==> config.mk <==
export PLATFORM = sky130hd
export DESIGN_NAME = corescore_stream_fifo
export DESIGN_NICKNAME = d
export VERILOG_FILES = /design/src/rtl/corescore_stream_fifo.sv
export SDC_FILE = /design/constraint.sdc
export NUM_CORES = 1
export LEC_CHECK = 0
export BUFFER_PORTS_ARGS = -buffer_cell sky130_fd_sc_hd__buf_4
export CORE_MARGIN = 5
export CORE_UTILIZATION = 55
export DETAILED_ROUTE_END_ITERATION = 10
export HOLD_SLACK_MARGIN = 0.03
export PLACE_DENSITY = 0.73
export SKIP_CTS_REPAIR_TIMING = 1
export SKIP_LAST_GASP = 1
export SLEW_MARGIN = 20
export SYNTH_ARGS = -nofsm -noshare
export SYNTH_HDL_FRONTEND = slang
export SYNTH_SLANG_ARGS = --single-unit
==> constraint.sdc <==
create_clock -name i_clk -period 3.8 [get_ports i_clk]
set_clock_uncertainty 0.15 [all_clocks]
set_input_delay 0.76 -clock i_clk [delete_from_list [all_inputs] [get_ports i_clk]]
set_output_delay 0.76 -clock i_clk [all_outputs]
set_load 0.005 [all_outputs]
==> src/rtl/corescore_stream_fifo.sv <==
// -----------------------------------------------------------------------------
// corescore_stream_fifo
//
// Byte-wide AXI-Stream style FIFO between the score generator and the UART
// emitter. Each entry stores {tlast, tdata}. With PACKET_MODE=1 the output is
// held back until at least one complete packet (a stored tlast beat) is
// present. It is also released when the FIFO is full, so that packets longer
// than the FIFO cannot deadlock. With PACKET_MODE=0 it is a plain
// first-word-fall-through FIFO.
//
// Parameters
//   DEPTH_LOG2   depth = 2**DEPTH_LOG2 beats (1..10)
//   PACKET_MODE  1 = packet-gated output, 0 = plain FIFO
//
// Ports
//   i_clk, i_rst_n              clock, asynchronous active-low reset
//   i_tdata/i_tlast/i_tvalid    upstream beat
//   o_tready                    FIFO can accept a beat (registered)
//   o_tdata/o_tlast/o_tvalid    downstream beat (entry at the read pointer)
//   i_tready                    downstream accepts a beat
//   o_count                     beats currently stored
//   o_packets                   tlast beats currently stored
// -----------------------------------------------------------------------------
module corescore_stream_fifo #(
  parameter int DEPTH_LOG2  = 4,
  parameter bit PACKET_MODE = 1'b1
) (
  input  logic                  i_clk,
  input  logic                  i_rst_n,
  input  logic [7:0]            i_tdata,
  input  logic                  i_tlast,
  input  logic                  i_tvalid,
  output logic                  o_tready,
  output logic [7:0]            o_tdata,
  output logic                  o_tlast,
  output logic                  o_tvalid,
  input  logic                  i_tready,
  output logic [DEPTH_LOG2:0]   o_count,
  output logic [DEPTH_LOG2:0]   o_packets
);

  localparam int DEPTH = 2 ** DEPTH_LOG2;

  typedef logic [DEPTH_LOG2:0] ptr_t;

  localparam ptr_t FULL_COUNT = ptr_t'(DEPTH);
  localparam ptr_t ONE        = ptr_t'(1);

  logic [8:0] mem [DEPTH];

  ptr_t wr_ptr, rd_ptr;
  ptr_t count_q, count_d;
  ptr_t packets_q, packets_d;
  logic tready_q;
  logic wr_en, rd_en;
  logic [8:0] rd_word;

  assign wr_en = i_tvalid && tready_q;
  assign rd_en = o_tvalid && i_tready;

  // First-word fall-through: the head entry is always presented.
  assign rd_word = mem[rd_ptr[DEPTH_LOG2-1:0]];
  assign o_tdata = rd_word[7:0];
  assign o_tlast = rd_word[8];

  // The full-FIFO clause releases oversized packets. Otherwise such a packet
  // would block forever waiting for its tlast.
  assign o_tvalid = (count_q != '0) &&
                    (!PACKET_MODE || (packets_q != '0) || (count_q == FULL_COUNT));

  assign o_tready  = tready_q;
  assign o_count   = count_q;
  assign o_packets = packets_q;

  always_comb begin
    // NOTE: every combinational output gets a default first, so no path
    // leaves it unassigned and no latch is inferred.
    count_d   = count_q;
    packets_d = packets_q;
    case ({wr_en, rd_en})
      2'b10:   count_d = count_q + ONE;
      2'b01:   count_d = count_q - ONE;
      default: count_d = count_q;
    endcase
    if (wr_en && i_tlast) packets_d = packets_d + ONE;
    if (rd_en && o_tlast) packets_d = packets_d - ONE;
  end

  // o_tready is registered from the next count. It therefore depends only on
  // state, and it stays low while reset is asserted.
  always_ff @(posedge i_clk or negedge i_rst_n) begin
    if (!i_rst_n) begin
      // NOTE: state registers use non-blocking assignments so that every
      // flop samples the pre-edge values regardless of statement order.
      wr_ptr    <= '0;
      rd_ptr    <= '0;
      count_q   <= '0;
      packets_q <= '0;
      tready_q  <= 1'b0;
    end else begin
      if (wr_en) wr_ptr <= wr_ptr + ONE;
      if (rd_en) rd_ptr <= rd_ptr + ONE;
      count_q   <= count_d;
      packets_q <= packets_d;
      tready_q  <= (count_d < FULL_COUNT);
    end
  end

  // NOTE: the storage array is deliberately not reset. Clearing the pointers
  // and counters is enough to discard its contents, and a reset-free array
  // can map onto RAM.
  always_ff @(posedge i_clk) begin
    if (wr_en) mem[wr_ptr[DEPTH_LOG2-1:0]] <= {i_tlast, i_tdata};
  end

endmodule
Word-level counts from Yosys, hierarchy flattened
Memories as Yosys holds them, arrays and structs flattened.
Index checks and enable logic that the tools add are counted.
{"block": "op_classes", "n_eq_ne": 3, "shifts": 0, "bitwise": 0, "div": 0, "muxes": 5, "magnitude_cmp": 1, "mul": 0, "n_addsub": 6, "n_reduce_logical": 8}
{"op": "$add A5 B1 Y5 const B", "n": 4}
{"op": "$mux W5", "n": 2}
{"op": "$pmux W5 S2", "n": 1}
{"op": "$reduce_bool A5 Y1", "n": 2}
{"op": "$sub A5 B1 Y5 const B", "n": 2}
{"op": "$eq A5 B5 Y1 const B", "n": 1}
{"op": "$logic_and A1 B1 Y1", "n": 5}
{"op": "$lt A5 B5 Y1 const B", "n": 1}
{"op": "$eq A2 B1 Y1 const B", "n": 1}
{"op": "$eq A2 B2 Y1 const B", "n": 1}
{"op": "$mux W1", "n": 2}
{"op": "$logic_or A1 B1 Y1", "n": 1}
{"block": "totals", "ramBits": 144, "regBits": 21, "wordCells": 29, "latch_bits": 0, "output_inout_bits": 21, "mem_count": 1, "romBits": 0}
{"name": "mem", "words": 16, "width": 9, "rd": 1, "rd_ports_with_merged_regs": 0, "wr": 1, "line": "49", "rtl": "logic [8:0] mem [DEPTH];"}

Longest topological paths before layout
{"block": "logic_depth", "ltp_word": 7, "depth_mapped": 14}

Worst setup path after synthesis
No wires, ideal clock.
{"block": "synth_timing", "path_type": "register to register", "startpoint": "register packets_q[0], in the netlist o_packets[0]", "endpoint": "register with a tool-made name", "path_slack_ns": 0.588, "arrival_ns": 2.983, "setup_time_ns": 0.079, "required_time_ns": 3.571, "period_less_slack_ns": 3.212, "stages_incl_launch_ff": 14, "n_path_buf": 1, "path_cell_list": "dfrtp_1 > inv_1 > ha_1 > or4b_1 > mux2_2 > and2_4 > buf_6 > ha_1 > ha_1 > nor2b_1 > o21ai_0 > a21oi_1 > nor3_1 > xor2_1"}
{"element": "start: declaration", "line": "53", "rtl": "ptr_t packets_q, packets_d;"}
{"element": "start signal: assignment", "line": "104", "rtl": "packets_q <= packets_d;"}

Worst setup path in the final report
{"block": "layout_timing", "startpoint": "register rd_ptr[0]", "endpoint": "output o_tdata[2]"}
{"block": "layout_between", "elab_chain_len": 1}
{"element": "start: declaration", "line": "51", "rtl": "ptr_t wr_ptr, rd_ptr;"}
{"element": "start signal: assignment", "line": "102", "rtl": "if (rd_en) rd_ptr <= rd_ptr + ONE;"}
{"element": "$mem_v2 Z16 W9"}
{"element": "end: declaration", "line": "34", "rtl": "output logic [7:0] o_tdata,"}
Every way passes these cells.

==> out/qor.txt <==
Worst skew pair latency: 420 ps
GR Util met3: 6.83%
Smallest hold slack: 51.8 ps
Antenna violations before repair: 0
GRT Util Overall: 19.7%
Num CTS Buffers: 17
Drt pass-1 iters: 7
WL final: 13.1 mm
Clk sinks: 163
Final hold viol count: 0
Longest Clk Path Bufs: 2
Sequential Power Share: 39.2%
Tcrit/Tclk final: 91.4%
H-tree levels: 4
Clock network power share: 30.8%
GRT overflow: 0
Static Leak: 2.68 nW
Peak VDD IR: 498 uV
Final Util: 64.8%
Power consumption: 6.12 mW
Status: finished, final reports clean
Psw: 1.72 mW
Gate power share: 30.0%
Vias: 3240
Die ar.: 14500 um^2
Post-synthesis net count: 361
Setup crit start kind: flip-flop
Max-cap violation count: 0
Clock-pin slew on the worst setup and hold paths: 60 ps
Crit Path Category: flip-flop to primary output
Die Ht: 120 um
FMAX: 288 MHz
Relative slew slack: 46.6%
Pwr dens: 789 nW/um^2
Area added between synthesis and finish: 15.8%
Multi-input logic area: 1780 um^2
Switching share of total power: 28.1%
Post-synthesis sequential area ratio: 71.6%
Largest net degree at the start of global routing: 26
RSZ-0062 raised after global routing: no
Mean post-synth cell area: 20.0 um^2
Min-delay worst type: primary input to asynchronous set/reset pin
Residual DRC count: 0
Synth Warn #: 0
Area occupied by registers: 4800 um^2
Setup TNS Final: 0 ps
Worst slew pin tran: 802 ps
Row Count: 40
Gate Count Post-Synth: 335
Required time of the critical path: 2890 ps
Layout Nets: 403
Root buf cell: clkbuf_16
IO buf count: 33
Die X: 120 um
Vias in the first global route: 3406
Layout cells sized above 1: 30.8%
Crit-path max FO: 13
Cell Int Power: 4.40 mW
GR Util met2: 31.5%
Routed Antenna Nets: 0
DP HPWL: 7.89 mm
Core Area: 12000 um^2
Top Usage Layer GRT: met2
Flops & latches, synth: 163
TritonCTS clock tree: yes
Global-route wire length before repair: 20.3 mm
Crit. End Element: primary output
Wire per inst: 24.5 um
Starting Density: 56.0%
Post-layout minimum cycle time: 3470 ps
Commonest non-fill, non-tap cell in the layout: edfxtp_1
1st-iter DRT viols: 362
Met1 Use GR: 25.9%
Commonest non-fill, non-tap cells in the layout: edfxtp_1, mux4_2, buf_4, dfrtp_1, clkbuf_16
Crit path DAT: 2560 ps
Number of vias per cell: 6.04
Cell variety after synth: 38
IO Pins: 34
Count of final setup violators: 0
Dpl cells: 505
Slew Viols, Final: 0
Routability cong.: 0.790
Synthesized cell area: 6700 um^2
Fillers: 782
Final cell count without fillers: 536
Inserted Diodes: 0
## routing by layer
metal	vias to the layer above	wire length (um)
met4	0	217
met2	95	6690
met5	-	0
met1	1703	5300
met3	16	903
li1	1426	-
## flip-flops by register name, summed over array words and instances, names as in the netlist, named ones only
register	cells
o_tready	1
mem	144
rd_ptr	4
wr_ptr	4
o_packets	5
o_count	4
## metrics by stage
step	cell area, um^2	setup slack [ps]
final	7760	326
after global routing	7760	180
after CTS	7760	302
after detailed placement	7100	417
after global placement	7100	562
after floorplan	6700	588
## critical path: stages (launching register included)
cell	delay, ps
dfrtp_2	630
buf_4	290
mux4_2	530
mux4_2	530
buf_4	160
## cells in the mapped netlist, drive strengths merged
master	instances	area [um^2]
fa	1	20.0
or4b	1	10.0
and3	8	50.1
dfrtp	19	475
inv	10	37.5
a21o	1	7.51
nor2	1	3.75
nor4	1	6.26
edfxtp	144	4320
buf	8	57.6
o22ai	3	32.5
nand3	4	20.0
o41ai	1	8.76
o31ai	2	15.0
nand4b	1	8.76
clkbuf	6	22.5
xor2	5	43.8
nand2b	1	6.26
o21ai	6	30.0
ha	12	150
nor3b	1	7.51
mux2	6	67.6
nor3	2	10.0
nor2b	2	12.5
a21oi	4	20.0
and2	13	83.8
xnor2	15	131
mux2i	2	20.0
nand4	4	25.0
nand2	8	37.5
mux4	42	946
a211o	1	8.76
## power groups by stage
| stage | sequential (mW) | combinational (mW) | clock (mW) |
|---|---|---|---|
| after floorplan | 2.32 | 1.34 | 0 |
| after global placement | 2.41 | 1.81 | 0 |
| after global routing | 2.43 | 2.01 | 2.00 |
| after detailed placement | 2.43 | 1.83 | 0 |
| after CTS | 2.40 | 1.87 | 1.91 |
| final | 2.40 | 1.84 | 1.88 |
## area by class of cell
| type | instances | area share (%) |
|---|---|---|
| clock inverter | 14 | 3.03 |
| inverter | 10 | 0.484 |
| tap | 147 | 2.37 |
| multi-input combinational | 148 | 23.0 |
| sequential | 163 | 61.9 |
| timing repair buffer | 37 | 3.74 |
| clock buffer | 17 | 5.48 |
## worst paths after layout
kind / to / slack (ps) / cells past startpoint / startpoint
hold / removal: o_packets[4] / 50 / 1 / i_rst_n
min in group i_clk: rd_ptr[3] / 380 / 1 / rd_ptr[3]
setup / recovery: o_tdata[2] / 330 / 4 / rd_ptr[0]
max in group asynchronous: rd_ptr[0] / 3220 / 1 / i_rst_n
hold reg to reg: rd_ptr[3] / 380 / 1 / rd_ptr[3]
setup reg to reg: o_tready / 410 / 12 / o_packets[0]
## kinds of logic after synthesis
family,Yosys count,share of synthesized area [%]
xor gates and xnor gates,20,2.61
muxes,50,15.4
adders and majority gates,13,2.54
DFF,163,71.6
buffers and inverters,24,1.76
AOI/OAI and AO/OA,18,1.83
and+or+nand+nor,47,4.20
No activity file was read; power rests on OpenSTA's default activity.
